===== src/rtl/result_pkg.sv =====
// Shared select encodings and capture decode for the writeback result-hold buffer.
package result_pkg;

  localparam logic [1:0] SEL_NONE  = 2'b00;
  localparam logic [1:0] SEL_SRC_A = 2'b01;
  localparam logic [1:0] SEL_SRC_B = 2'b10;
  localparam logic [1:0] SEL_RSVD  = 2'b11;

  // Only the two producing sources capture; NONE and the reserved code never do.
  function automatic logic is_capture(input logic [1:0] sel);
    return (sel == SEL_SRC_A) || (sel == SEL_SRC_B);
  endfunction

endpackage


===== src/rtl/result_fifo.sv =====
// Synchronous DEPTH-entry FIFO with flush; count kept separately so full/empty never alias.
module result_fifo #(
  parameter int WIDTH = 32,
  parameter int DEPTH = 4,
  localparam int AW = $clog2(DEPTH),
  localparam int CW = $clog2(DEPTH) + 1
) (
  input  logic             clk,
  input  logic             rst_n,
  input  logic             i_push,
  input  logic             i_pop,
  input  logic             i_flush,
  input  logic [WIDTH-1:0] i_wdata,
  output logic [WIDTH-1:0] o_rdata,
  output logic [CW-1:0]    o_count,
  output logic             o_full,
  output logic             o_empty
);

  logic [WIDTH-1:0] r_mem [DEPTH];
  logic [AW-1:0]    r_wr_ptr, r_rd_ptr;
  logic [CW-1:0]    r_count;
  logic             w_full, w_empty, w_pop, w_push;

  assign w_full  = (r_count == CW'(DEPTH));
  assign w_empty = (r_count == '0);
  // flush wins over both ports; a pop frees the slot a same-cycle push needs when full
  assign w_pop   = i_pop && !w_empty && !i_flush;
  assign w_push  = i_push && (!w_full || w_pop) && !i_flush;

  always_ff @(posedge clk or negedge rst_n) begin
    if (!rst_n) begin
      r_wr_ptr <= '0;
      r_rd_ptr <= '0;
      r_count  <= '0;
    end else if (i_flush) begin
      r_wr_ptr <= '0;
      r_rd_ptr <= '0;
      r_count  <= '0;
    end else begin
      if (w_push) r_wr_ptr <= r_wr_ptr + AW'(1);
      if (w_pop)  r_rd_ptr <= r_rd_ptr + AW'(1);
      case ({w_push, w_pop})
        2'b10:   r_count <= r_count + CW'(1);
        2'b01:   r_count <= r_count - CW'(1);
        default: r_count <= r_count;
      endcase
    end
  end

  always_ff @(posedge clk) begin
    if (w_push) r_mem[r_wr_ptr] <= i_wdata;
  end

  assign o_rdata = w_empty ? '0 : r_mem[r_rd_ptr];
  assign o_count = r_count;
  assign o_full  = w_full;
  assign o_empty = w_empty;

endmodule


===== src/rtl/result_hold_buf.sv =====
// Writeback result-hold stage: stable last-captured value plus a drainable FIFO of every capture.
module result_hold_buf
  import result_pkg::*;
#(
  parameter int WIDTH     = 32,
  parameter int DEPTH     = 4,
  parameter int HOLD_ZERO = 1,
  localparam int CW = $clog2(DEPTH) + 1
) (
  input  logic             clk,
  input  logic             rst_n,
  input  logic [WIDTH-1:0] result,
  input  logic [1:0]       s,
  input  logic             flush,
  output logic [WIDTH-1:0] held,
  output logic             out_valid,
  input  logic             out_ready,
  output logic [WIDTH-1:0] out_data,
  output logic [CW-1:0]    count,
  output logic             full,
  output logic             overflow
);

  logic             w_capture, w_pop, w_empty, w_full, w_hold_upd;
  logic [WIDTH-1:0] r_held;
  logic             r_overflow;

  assign w_capture  = is_capture(s);
  assign w_pop      = out_valid && out_ready;
  // zero results still enter the FIFO; they only skip the held register
  assign w_hold_upd = w_capture && !((HOLD_ZERO != 0) && (result == '0));

  always_ff @(posedge clk or negedge rst_n) begin
    if (!rst_n)          r_held <= '0;
    else if (w_hold_upd) r_held <= result;
  end

  always_ff @(posedge clk or negedge rst_n) begin
    if (!rst_n)                              r_overflow <= 1'b0;
    else if (flush)                          r_overflow <= 1'b0;
    else if (w_capture && w_full && !w_pop)  r_overflow <= 1'b1;
  end

  result_fifo #(.WIDTH(WIDTH), .DEPTH(DEPTH)) u_fifo (
    .clk     (clk),
    .rst_n   (rst_n),
    .i_push  (w_capture),
    .i_pop   (w_pop),
    .i_flush (flush),
    .i_wdata (result),
    .o_rdata (out_data),
    .o_count (count),
    .o_full  (w_full),
    .o_empty (w_empty)
  );

  assign held      = r_held;
  assign out_valid = !w_empty;
  assign full      = w_full;
  assign overflow  = r_overflow;

endmodule


===== config.mk =====
export PLATFORM = sky130hd
export DESIGN_NAME = result_hold_buf
export DESIGN_NICKNAME = d
export VERILOG_FILES = /design/src/rtl/result_pkg.sv /design/src/rtl/result_fifo.sv /design/src/rtl/result_hold_buf.sv
export SDC_FILE = /design/constraint.sdc
export NUM_CORES = 1
export LEC_CHECK = 0
export ABC_CLOCK_PERIOD_IN_PS = 5500
export BUFFER_PORTS_ARGS = -buffer_cell sky130_fd_sc_hd__clkbuf_2
export CORE_ASPECT_RATIO = 1.1
export CORE_MARGIN = 3
export CORE_UTILIZATION = 61
export DETAILED_ROUTE_END_ITERATION = 7
export GPL_TIMING_DRIVEN = 1
export PLACE_DENSITY_LB_ADDON = 0.1
export SETUP_SLACK_MARGIN = 0.02
export SLEW_MARGIN = 20
export SYNTH_ARGS = -nofsm -noshare
export SYNTH_HDL_FRONTEND = slang
export SYNTH_HIERARCHICAL = 1
export SYNTH_SLANG_ARGS = --single-unit

===== constraint.sdc =====
create_clock -name clk -period 5.5 [get_ports clk]
set_clock_uncertainty 0.1 [all_clocks]
set_input_delay 0.825 -clock clk [delete_from_list [all_inputs] [get_ports clk]]
set_output_delay 0.825 -clock clk [all_outputs]
set_load 0.05 [all_outputs]

After elaboration in Yosys (flattened, before gate mapping). Memories as Yosys holds them, arrays and structs flattened. Index checks and enable logic that the tools add are counted.

Register bits: 40. Bits in latches: 0. Bits in writable memories: 128. Memory bits (read-only): 0. Input bits: 38. Output and inout port bits: 70. Logic and storage cells: 47. Memories: 1.

Memories: u_fifo.r_mem (words 4, width 32, rd ports 1, clocked after memory_dff 0, write ports 1, RTL line result_fifo.sv:20) `logic [WIDTH-1:0] r_mem [DEPTH];`.

Add/sub/neg operators: 4. Multipliers: 0. Div/mod/pow operators: 0. Magnitude comparators: 0. Eq/ne operators: 5. Shift operators: 0. Muxes and demuxes: 11. Bitwise operators: 0. Reduce and logical (&&, ||, !) cells: 21.

Operator list (count): $logic_not A32 Y1 (1); $mux W32 (1); $logic_and A1 B1 Y1 (8); $mux W2 (4); $pmux W3 S2 (1); $reduce_bool A2 Y1 (3); $logic_not A1 Y1 (5); $add A2 B1 Y2 const B (2); $eq A2 B1 Y1 const B (2); $eq A2 B2 Y1 const B (2); $mux W1 (4); $add A3 B1 Y3 const B (1); $eq A3 B3 Y1 const B (1); $logic_not A3 Y1 (1); $mux W3 (1); $reduce_bool A3 Y1 (1); $sub A3 B1 Y3 const B (1); $logic_or A1 B1 Y1 (2).

Depth between registers and ports, before layout. Gate-level depths: netlist of run 1.

Word-level depth: 11. Depth in mapped cells: 11. Gate-level depth less buffers: 8.

Modules after synthesis. Netlist of run 1, hierarchy kept.

By module, submodules not included: result_fifo (instances 1, cells each 265, area each 5390.2 um^2, seq. area each 4018.9 um^2); result_hold_buf (instances 1, cells each 85, area each 1445.1 um^2, seq. area each 825.8 um^2).

Worst setup path before layout of run 1. OpenSTA, ideal clock, no wires.

Kind: reg2reg. From: register u_fifo.r_count[1] (netlist: u_fifo/o_count[1]). To: register u_fifo.r_count[2] (netlist: u_fifo/o_count[2]). Setup time: 82 ps. Data arrival time: 3044 ps. Required time: 5318 ps. Slack: 2275 ps. Cell stages (with the launch flop): 12. Buffers on the path: 3. Clock period less this slack: 3225 ps. Cell sequence: dfrtp_1 clkbuf_2 nor3_2 clkbuf_1 nor2b_1 buf_6 o31ai_1 nor3_1 fa_1 or3b_1 or3_1 a31oi_1.

Word-level cells in the longest chain between the ends: 11. Elaborated cells on any way between the ends: 17. Classes of those cells: add/sub: 2; eq/ne: 3; mux: 2; reduce/logical: 10.

RTL lines: start, declared (RTL line result_fifo.sv:22) `logic [CW-1:0] r_count;`; start signal, assigned (RTL line result_fifo.sv:44) `2'b10: r_count <= r_count + CW'(1);`; start signal, assigned (RTL line result_fifo.sv:45) `2'b01: r_count <= r_count - CW'(1);`; start signal, assigned (RTL line result_fifo.sv:46) `default: r_count <= r_count;`; $logic_not A3 Y1 (*) (RTL line result_fifo.sv:26) `assign w_empty = (r_count == '0);`; named net w_empty (RTL line result_hold_buf.sv:24) `logic w_capture, w_pop, w_empty, w_full, w_hold_upd;`; $logic_not A1 Y1 (*) (RTL line result_hold_buf.sv:58) `assign out_valid = !w_empty;`; $logic_and A1 B1 Y1 (*) (RTL line result_hold_buf.sv:29) `assign w_pop = out_valid && out_ready;`; named net w_pop (RTL line result_hold_buf.sv:24); $logic_and A1 B1 Y1 (*) (2 in a row) (RTL line result_fifo.sv:28) `assign w_pop = i_pop && !w_empty && !i_flush;`; $logic_or A1 B1 Y1 (RTL line result_fifo.sv:29) `assign w_push = i_push && (!w_full || w_pop) && !i_flush;`; $logic_and A1 B1 Y1 (2 in a row) (RTL line result_fifo.sv:29); $eq A2 B1 Y1 / $eq A2 B2 Y1 (equally long branches) (RTL line result_fifo.sv:43) `case ({w_push, w_pop})`; $pmux W3 S2 (RTL line result_fifo.sv:43); $mux W3 (RTL line result_fifo.sv:36) `end else if (i_flush) begin`.

Mark *: on every way through the listed nets, which the timed path passes. The rest lies on a longest branch. A chain may end at the register's enable or synchronous reset.

Final worst setup path of run 1.
From: register u_fifo.r_rd_ptr[0]. To: output out_data[30].

Word-level cells in the longest chain between the ends: 2.

RTL lines: start, declared (RTL line result_fifo.sv:21) `logic [AW-1:0] r_wr_ptr, r_rd_ptr;`; start signal, assigned (RTL line result_fifo.sv:42) `if (w_pop) r_rd_ptr <= r_rd_ptr + AW'(1);`; $mem_v2 Z4 W32; $mux W32 (RTL line result_fifo.sv:55) `assign o_rdata = w_empty ? '0 : r_mem[r_rd_ptr];`; end, declared (RTL line result_hold_buf.sv:18) `output logic [WIDTH-1:0] out_data,`.

No other way between the ends.

==> results of run 1 <==
-- registers in the layout, indices dropped and copies added (netlist names) --
register,count
held,32
overflow,1
u_fifo/o_count,3
u_fifo/r_mem,128
u_fifo/r_rd_ptr,2
u_fifo/r_wr_ptr,2
-- synth_stat cells (all sizes together) (5+ instances only) --
cell type / number / area, um^2
edfxtp: 128 / 3840
dfrtp: 40 / 1000
nor2b: 34 / 213
mux2: 32 / 473
mux4: 32 / 721
buf: 15 / 120
nor4: 8 / 50.1
a21oi: 5 / 25.0
and2: 5 / 36.3
clkbuf: 5 / 20.0
inv: 5 / 18.8
nor2: 5 / 18.8
-- critical path, cell delays in order, from the launching register on --
cell and delay, ns:
dfrtp_2 0.78, buf_4 0.45, mux4_2 0.58, nor2b_1 0.17, clkbuf_2 0.26
-- power groups by stage --
stage | Combinational (mW) | Sequential, mW | Clock (mW)
final | 0.585 | 1.49 | 1.17
after global routing | 0.617 | 1.49 | 1.24
after CTS | 0.592 | 1.49 | 1.19
after detailed placement | 0.590 | 1.51 | 0
after global placement | 0.582 | 1.51 | 0
after floorplan | 0.316 | 1.63 | 0
-- kinds of logic after synthesis --
logic type,count (synthesis),synth area share
flops,168,0.709
simple gates,67,0.0604
mux,64,0.175
buf+inv,25,0.0232
compound gates,16,0.0163
xor+xnor,5,0.00641
fa+ha+maj,5,0.0103
-- metal layers --
layer,up-vias,global-route usage,share of wire
li1,1589,-,-
met2,118,0.380,0.52
met3,24,0.0466,0.050
met4,0,0.0861,0.017
met1,1828,0.308,0.41
met5,-,0,0
-- how the worst max path moves through the flow --
stage	start	to	slack [ns]	depth (start not counted)
5_1_grt	u_fifo/r_rd_ptr[0]	out_data[30]	1.75	4
4_1_cts	u_fifo/r_rd_ptr[0]	out_data[30]	1.82	4
2_1_floorplan	u_fifo/o_count[1]	u_fifo/o_count[2]	2.27	11
3_5_place_dp	result[16]	held[18]	1.88	6
3_3_place_gp	result[16]	held[19]	1.92	6
6_report	u_fifo/r_rd_ptr[0]	out_data[30]	1.90	4
-- area by class of cell --
class,instances,share of cell area
Clock buffer,24,0.0574
Clock inverter,8,0.0154
Inverter,5,0.00233
Multi-Input combinational cell,157,0.228
Sequential cell,168,0.602
Tap cell,143,0.0222
Timing Repair Buffer,113,0.0721
==> impl_metrics.py, run 1 <==
metrics = {
    "timing": {
        "timing.final.crit_share": 0.654,
        "setup_ws_ns": 1.90,
        "finalHoldViolCount": 0,
        "finalCriticalPeriod_ns": 3.60,
        "rsz0062_at_grt": "no",
        "report.final.slew_viol_count": 0,
        "fmax_mhz": 278,
        "whs_ns": 0.381,
        "slew_headroom": 0.371,
        "setup_tns_ns": 0,
        "worstMarginPinSlew_ns": 0.943,
        "setup_viol_count_final": 0,
    },
    "placement": {
        "pre_cts_ws_ns": 1.88,
        "gp_congestion": 0.710,
        "dp_hpwl_um": 8150,
        "placed_area_um2": 7460,
        "port-buffer-count": 107,
        "place_inst": 586,
    },
    "grt": {
        "grt_max_degree": 41,
        "grt_use_total": 0.229,
        "grt_pass1_vias": 3709,
        "grt_antenna_before_repair": 0,
        "grt_overflow": 0,
        "grt_pass1_wl_um": 20700,
    },
    "floorplanning": {
        "die_y_um": 117,
        "io_pins": 108,
        "die_w_um": 107,
        "rows": 39,
        "core_area_um2": 10600,
        "die-area_um2": 12500,
        "start_util": 0.643,
    },
    "setup_path": {
        "r2r-start": "u_fifo/o_count[2]",
        "required_ns": 4.58,
        "critical_path_class": "reg2out",
        "arrival_ns": 2.67,
        "critPathCaptureType": "output port",
        "rrSetupSlack_ns": 2.14,
        "cp_max_fo": 19,
        "r2r_cells": 6,
        "r2r-end": "u_fifo/r_mem[2][9]",
        "crit_path_start_kind": "flip-flop",
    },
    "clock_tree": {
        "cts-root-buf": "clkbuf_16",
        "htreeDepth": 4,
        "clk_pin_slew_ns": 0.06,
        "hold_buffers": 0,
        "clk_latency_ns": 0.42,
        "cts_tree": "built",
        "cts.sinks": 168,
        "cts_resized": 0,
        "post-cts-setup-buffers": 0,
        "clock_path_buffers": 2,
        "cts_buffers": 17,
    },
    "final_layout": {
        "nets": 505,
        "final_common_cell": "edfxtp_1",
        "seqCellArea_um2": 4850,
        "diodes": 0,
        "layout-drive-gt1-share": 0.442,
        "multi_input_area_um2": 1840,
        "fin_util": 0.757,
        "fillers": 667,
        "layout.cells.non_filler": 618,
        "final_cell_mix": "edfxtp_1 (128), clkbuf_2 (107), dfrtp_1 (39)",
        "finalInstanceArea_um2": 8050,
        "areaGrowthSynthToFinish_pct": 17.7,
    },
    "power": {
        "leakage_nw": 3.04,
        "ir_drop_v": 0.000251,
        "power.switching_uw": 906,
        "report.power.total_mw": 3.24,
        "p_per_area_nw_per_um2": 403,
        "switching_share": 0.279,
        "clock_power_share": 0.362,
        "p_comb_frac": 0.180,
        "p_int_mw": 2.34,
        "seqPwrFrac": 0.458,
    },
    "routing": {
        "viasPerCell": 5.76,
        "wirelength_um": 13200,
        "drt_iter0_markers": 160,
        "vias": 3559,
        "wl_per_cell_um": 21.4,
        "drc": 0,
        "antenna_left": 0,
        "firstDrtPassIters": 6,
    },
    "yosys": {
        "synth-seq-cells": 168,
        "avgSynthCellArea_um2": 19.5,
        "ys.flop_type": "edfxtp_1",
        "synth.cell_area_um2": 6840,
        "synth_edf_count": 128,
        "synthesis.instances": 350,
        "ys_seq_area_frac": 0.709,
        "async_flop_share": 0.238,
        "ys_types": 41,
        "synth_fp_nets": 393,
        "ys_warn_count": 6,
    },
    "flow_run": {
        "cap_violations": 0,
    },
    "run_status": {
        "outcome": "finished clean",
    },
    "min_path": {
        "hold_class": "in2async",
    },
}
(Power assumes the default switching activity.)
==> inputs of run 2 (changes only) <==
--- a/config.mk
+++ b/config.mk
@@ -5,11 +5,11 @@
 export SDC_FILE = /design/constraint.sdc
 export NUM_CORES = 1
 export LEC_CHECK = 0
-export ABC_CLOCK_PERIOD_IN_PS = 5500
+export ABC_CLOCK_PERIOD_IN_PS = 3100
 export BUFFER_PORTS_ARGS = -buffer_cell sky130_fd_sc_hd__clkbuf_2
 export CORE_ASPECT_RATIO = 1.1
 export CORE_MARGIN = 3
-export CORE_UTILIZATION = 61
+export CORE_UTILIZATION = 51
 export DETAILED_ROUTE_END_ITERATION = 7
 export GPL_TIMING_DRIVEN = 1
 export PLACE_DENSITY_LB_ADDON = 0.1
==> constraint.sdc (replaced) <==
create_clock -name clk -period 3.1 [get_ports clk]
set_clock_uncertainty 0.1 [all_clocks]
set_input_delay 0.465 -clock clk [delete_from_list [all_inputs] [get_ports clk]]
set_output_delay 0.465 -clock clk [all_outputs]
set_load 0.05 [all_outputs]
==> run 2 against run 1 <==
Die area rose by 19%. Sequential cell count unchanged. First-iteration DRC count grew 9.4%. Non-clock buffer count grew 4. Global-route usage down 3.6 points. Highest routed layer unchanged.
==> impl_metrics.py, run 2 (synthesis results as in run 1) <==
metrics = {
    "floorplanning": {
        "io_pins": 108,
        "core_area_um2": 12900,
        "rows": 43,
        "start_util": 0.532,
        "die_y_um": 127,
        "die_w_um": 116,
        "die-area_um2": 14800,
    },
    "clock_tree": {
        "cts_buffers": 17,
        "cts-root-buf": "clkbuf_16",
        "clock_path_buffers": 2,
        "htreeDepth": 4,
        "cts_resized": 0,
        "cts_tree": "built",
        "clk_pin_slew_ns": 0.06,
        "post-cts-setup-buffers": 0,
        "clk_latency_ns": 0.41,
        "hold_buffers": 0,
        "cts.sinks": 168,
    },
    "setup_path": {
        "worstPathCellList": "buf_12, mux4_2, nor2b_1, clkbuf_2",
        "r2r_cells": 9,
        "required_ns": 2.53,
        "critPathCaptureType": "output port",
        "crit_path_start_kind": "flip-flop",
        "critical_path_class": "reg2out",
        "arrival_ns": 2.08,
        "r2r-start": "u_fifo/o_count[2]",
        "r2r-end": "u_fifo/o_count[2]",
        "cpPeakStageDelay_ns": 0.70,
        "rrSetupSlack_ns": 0.49,
        "slowest_stage": "dfrtp_2",
        "cp_max_fo": 18,
    },
    "final_layout": {
        "largest_reg_flops": 128,
        "final_common_cell": "edfxtp_1",
        "final_cell_mix": "edfxtp_1 (128), clkbuf_2 (106), dfrtp_1 (35)",
        "diodes": 0,
        "top_register": "u_fifo/r_mem",
        "areaGrowthSynthToFinish_pct": 18.2,
        "multi_input_area_um2": 1840,
        "fillers": 947,
        "nets": 509,
        "layout-drive-gt1-share": 0.458,
        "seqCellArea_um2": 4850,
    },
    "min_path": {
        "whs_path_depth": 1,
        "hp-start": "result[12]",
        "hold_class": "in2reg",
        "whs_endpoint": "u_fifo/r_mem[0][12]",
    },
    "grt": {
        "grt_antenna_before_repair": 0,
        "grt_pass1_wl_um": 20800,
        "grt_use_total": 0.193,
        "grt_max_degree": 41,
        "grt_pass1_vias": 3692,
        "grt_overflow": 0,
    },
    "power": {
        "ir_drop_v": 0.000419,
        "leakage_nw": 3.05,
        "p_per_area_nw_per_um2": 690,
    },
    "routing": {
        "wirelength_um": 13400,
        "antenna_left": 0,
        "drc": 0,
        "vias": 3491,
        "firstDrtPassIters": 5,
        "wl_per_cell_um": 21.1,
        "viasPerCell": 5.50,
        "drt_iter0_markers": 175,
    },
    "run_status": {
        "outcome": "finished clean",
    },
    "timing": {
        "worstMarginPinSlew_ns": 0.954,
        "finalCriticalPeriod_ns": 2.64,
        "rsz0062_at_grt": "no",
        "setup_viol_count_final": 0,
        "finalHoldViolCount": 0,
        "setup_tns_ns": 0,
        "timing.final.crit_share": 0.852,
        "fmax_mhz": 379,
        "report.final.slew_viol_count": 0,
        "whs_ns": 0.209,
        "slew_headroom": 0.364,
        "setup_ws_ns": 0.460,
    },
    "flow_run": {
        "cap_violations": 0,
    },
    "placement": {
        "gp_congestion": 0.741,
        "port-buffer-count": 107,
        "pre_cts_ws_ns": 0.467,
        "dp_hpwl_um": 8280,
    },
}
## run 2: changes by cell type in the layout (fill, tap and decap cells not counted)
cell,delta
clkbuf_2,-1
buf_4,+2
clkbuf_8,+3
clkinvlp_4,-1
clkinv_2,+3
clkbuf_1,-4
bufinv_16,-3
dfrtp_1,-4
buf_12,+2
clkinv_1,+1
dlygate4sd3_1,+1
dfrtp_2,+4
## run 2: routing by layer
metal  up-vias  global-route usage  routed length (um)
met5         -                   0                   0
met4         0              0.0730                 206
met3        16              0.0436                 500
met2        86               0.311                6880
met1      1798               0.259                5790
li1       1591                   -                   -
## run 2: worst max path at each step
stage / from / endpoint / slack [ns] / cells past startpoint
2_1_floorplan: u_fifo/o_count[2] / u_fifo/o_count[2] / 0.07 / 11
3_3_place_gp: result[1] / held[12] / 0.51 / 6
3_5_place_dp: result[1] / held[18] / 0.47 / 6
4_1_cts: u_fifo/r_rd_ptr[0] / out_data[30] / 0.40 / 4
5_1_grt: u_fifo/r_rd_ptr[0] / out_data[30] / 0.34 / 4
6_report: u_fifo/r_rd_ptr[1] / out_data[30] / 0.46 / 4
## run 2: area by class of cell
class                   count  area share
clock inverters             8     0.00558
repair buffers            117      0.0793
flip-flops and latches    168       0.601
well taps                 157      0.0243
clock buffers              23      0.0604
multi-input cells         157       0.228
inverters                   5     0.00232
## run 2: power by group
group	switching, mW	internal [mW]	leakage, nW
sequential	0.0634	2.56	1.64
clock	0.794	1.10	0.266
combinational	0.753	0.305	1.15
total	1.61	3.96	3.05
## run 2: stage by stage
step,power (mW),util,cell area (um^2),cells
2_1_floorplan,3.45,-,6840,350
3_3_place_gp,3.72,0.586,7530,603
3_5_place_dp,3.74,0.586,7530,603
4_1_cts,5.64,0.627,8070,634
5_1_grt,5.78,0.628,8080,635
6_report,5.57,0.628,8080,635
## run 2: worst max-delay path, delay by kind of cell, from the launching register on
| kind | cells | cell delay, ns |
|---|---|---|
| buf+inv | 2 | 0.49 |
| flops | 1 | 0.70 |
| simple gates | 1 | 0.16 |
| mux | 1 | 0.30 |
==> inputs of run 3 (changes only) <==
--- a/config.mk
+++ b/config.mk
@@ -5,6 +5,7 @@
 export SDC_FILE = /design/constraint.sdc
 export NUM_CORES = 1
 export LEC_CHECK = 0
+export ABC_AREA = 1
 export ABC_CLOCK_PERIOD_IN_PS = 3100
 export BUFFER_PORTS_ARGS = -buffer_cell sky130_fd_sc_hd__clkbuf_2
 export CORE_ASPECT_RATIO = 1.1
==> run 3 against run 2 <==
Global-route usage rose by 2.4 points. Sequential share of layout area fell by 3.6 points. Sequential power rose by 4%. Register-to-register slack improved by 0.02 ns. Power rose by 39%. Fmax fell by 8.2%. Largest cell class unchanged. Largest power group is now combinational logic.
==> impl_metrics.py, run 3 <==
metrics = {
    "run_status": {
        "outcome": "finished clean",
    },
    "grt": {
        "grt_use_total": 0.218,
        "grt_pass1_vias": 4916,
        "grt_overflow": 0,
        "grt_max_degree": 53,
        "grt_pass1_wl_um": 25800,
        "grt_antenna_before_repair": 0,
    },
    "timing": {
        "whs_ns": 0.188,
        "slew_headroom": 0.435,
        "rsz0062_at_grt": "no",
        "setup_tns_ns": 0,
        "setup_ws_ns": 0.223,
        "timing.final.crit_share": 0.928,
        "fmax_mhz": 348,
        "finalHoldViolCount": 0,
        "finalCriticalPeriod_ns": 2.88,
        "setup_viol_count_final": 0,
        "report.final.slew_viol_count": 0,
        "worstMarginPinSlew_ns": 0.845,
    },
    "clock_tree": {
        "post-cts-setup-buffers": 0,
        "cts-root-buf": "clkbuf_16",
        "clk_pin_slew_ns": 0.06,
        "htreeDepth": 4,
        "cts.sinks": 168,
        "clock_path_buffers": 2,
        "cts_buffers": 17,
        "cts_tree": "built",
        "clk_latency_ns": 0.42,
    },
    "power": {
        "leakage_nw": 3.48,
        "p_per_area_nw_per_um2": 899,
        "ir_drop_v": 0.000454,
        "report.power.total_mw": 7.73,
    },
    "yosys": {
        "synth.cell_area_um2": 7150,
        "ys_types": 27,
        "ys.flop_type": "edfxtp_1",
        "synth_area_leaders": "edfxtp_1 (54%), dfrtp_1 (14%), nor2_1 (7.9%)",
        "synth_top_area_frac": 0.537,
        "synth.most_common_cell": "nor2_1",
        "ys_top_cells_by_count": "nor2_1 (151), edfxtp_1 (128), nand2_2 (65)",
        "synthesis.instances": 634,
        "synth-seq-cells": 168,
        "avgSynthCellArea_um2": 11.3,
        "synth_edf_count": 128,
        "synth_top_cell_by_area": "edfxtp_1",
        "synth_fp_nets": 677,
        "ys_warn_count": 6,
        "async_flop_share": 0.238,
        "ys_seq_area_frac": 0.677,
    },
    "floorplanning": {
        "die_y_um": 130,
        "start_util": 0.530,
        "die_w_um": 119,
        "rows": 44,
        "die-area_um2": 15500,
        "io_pins": 108,
        "core_area_um2": 13500,
    },
    "final_layout": {
        "diodes": 0,
        "areaGrowthSynthToFinish_pct": 20.1,
        "final_common_cell": "nor2_1",
        "final_cell_mix": "nor2_1 (147), edfxtp_1 (128), clkbuf_2 (102)",
        "finalInstanceArea_um2": 8590,
        "layout-drive-gt1-share": 0.320,
        "nets": 786,
        "top_register": "u_fifo/r_mem",
        "multi_input_area_um2": 2050,
        "fin_util": 0.637,
        "seqCellArea_um2": 4850,
        "largest_reg_flops": 128,
        "layout.cells.non_filler": 940,
        "fillers": 1064,
    },
    "setup_path": {
        "critPathCaptureType": "output port",
        "arrival_ns": 2.31,
        "cp_max_fo": 34,
        "required_ns": 2.53,
        "crit_path_start_kind": "flip-flop",
        "critical_path_class": "reg2out",
    },
    "routing": {
        "drt_iter0_markers": 316,
        "wl_per_cell_um": 17.3,
        "drc": 0,
        "viasPerCell": 5.35,
        "vias": 5032,
        "firstDrtPassIters": 5,
        "wirelength_um": 16300,
        "antenna_left": 0,
    },
    "placement": {
        "port-buffer-count": 107,
        "pre_cts_ws_ns": 0.510,
        "place_inst": 907,
        "gp_congestion": 0.808,
        "placed_area_um2": 7970,
        "dp_hpwl_um": 10500,
    },
    "min_path": {
        "hold_class": "in2reg",
    },
    "flow_run": {
        "cap_violations": 0,
    },
}
[run 3: critical path, cell delays in order, from the launching register on]
cell	delay (ns)
dfrtp_1	0.74
inv_4	0.33
nor2_1	0.21
o21ai_0	0.11
a21oi_1	0.18
clkbuf_2	0.31
[run 3: power breakdown]
part	leakage [nW]	internal (mW)	switching, mW
Clock	0.291	1.29	0.857
Combinational	1.53	0.663	2.18
Sequential	1.65	2.63	0.108
Total	3.48	4.58	3.14
[run 3: final timing paths]
| kind | start | to | slack [ns] | depth (start not counted) |
|---|---|---|---|---|
| setup / recovery | u_fifo/r_rd_ptr[1] | out_data[12] | 0.22 | 5 |
| hold / removal | flush | overflow | 0.19 | 2 |
| setup reg to reg | u_fifo/o_count[2] | u_fifo/r_mem[3][5] | 0.51 | 11 |
| hold reg to reg | held[24] | held[24] | 0.39 | 2 |
| max in group asynchronous | rst_n | u_fifo/r_rd_ptr[0] | 1.99 | 2 |
| min in group asynchronous | rst_n | held[13] | 0.48 | 2 |
[run 3: cells by family after synthesis]
logic type / synth area share
xor+xnor: 0.00227
flops: 0.677
buf+inv: 0.0427
simple gates: 0.193
compound gates: 0.0752
fa+ha+maj: 0.00979
[run 3: cell type report]
type | instances | share of cell area
Inverter | 22 | 0.0103
Clock inverter | 14 | 0.0198
Timing Repair Buffer | 124 | 0.0891
Multi-Input combinational cell | 410 | 0.238
Sequential cell | 168 | 0.565
Tap cell | 184 | 0.0268
Clock buffer | 18 | 0.0511
[run 3: repair_timing]
item	in CTS	in global routing
endpoints found under the hold margin	0	40
endpoints found under the setup margin	0	20
resized for setup	0	2
hold buffers	0	1
[run 3: layer usage]
layer,global-route usage,routed length (um),share of wire,vias to the layer above
met1,0.281,6760,0.42,2458
met2,0.369,8250,0.51,175
li1,-,-,-,2373
met3,0.0524,1020,0.063,26
met5,0,0,0,-
met4,0.0682,245,0.015,0
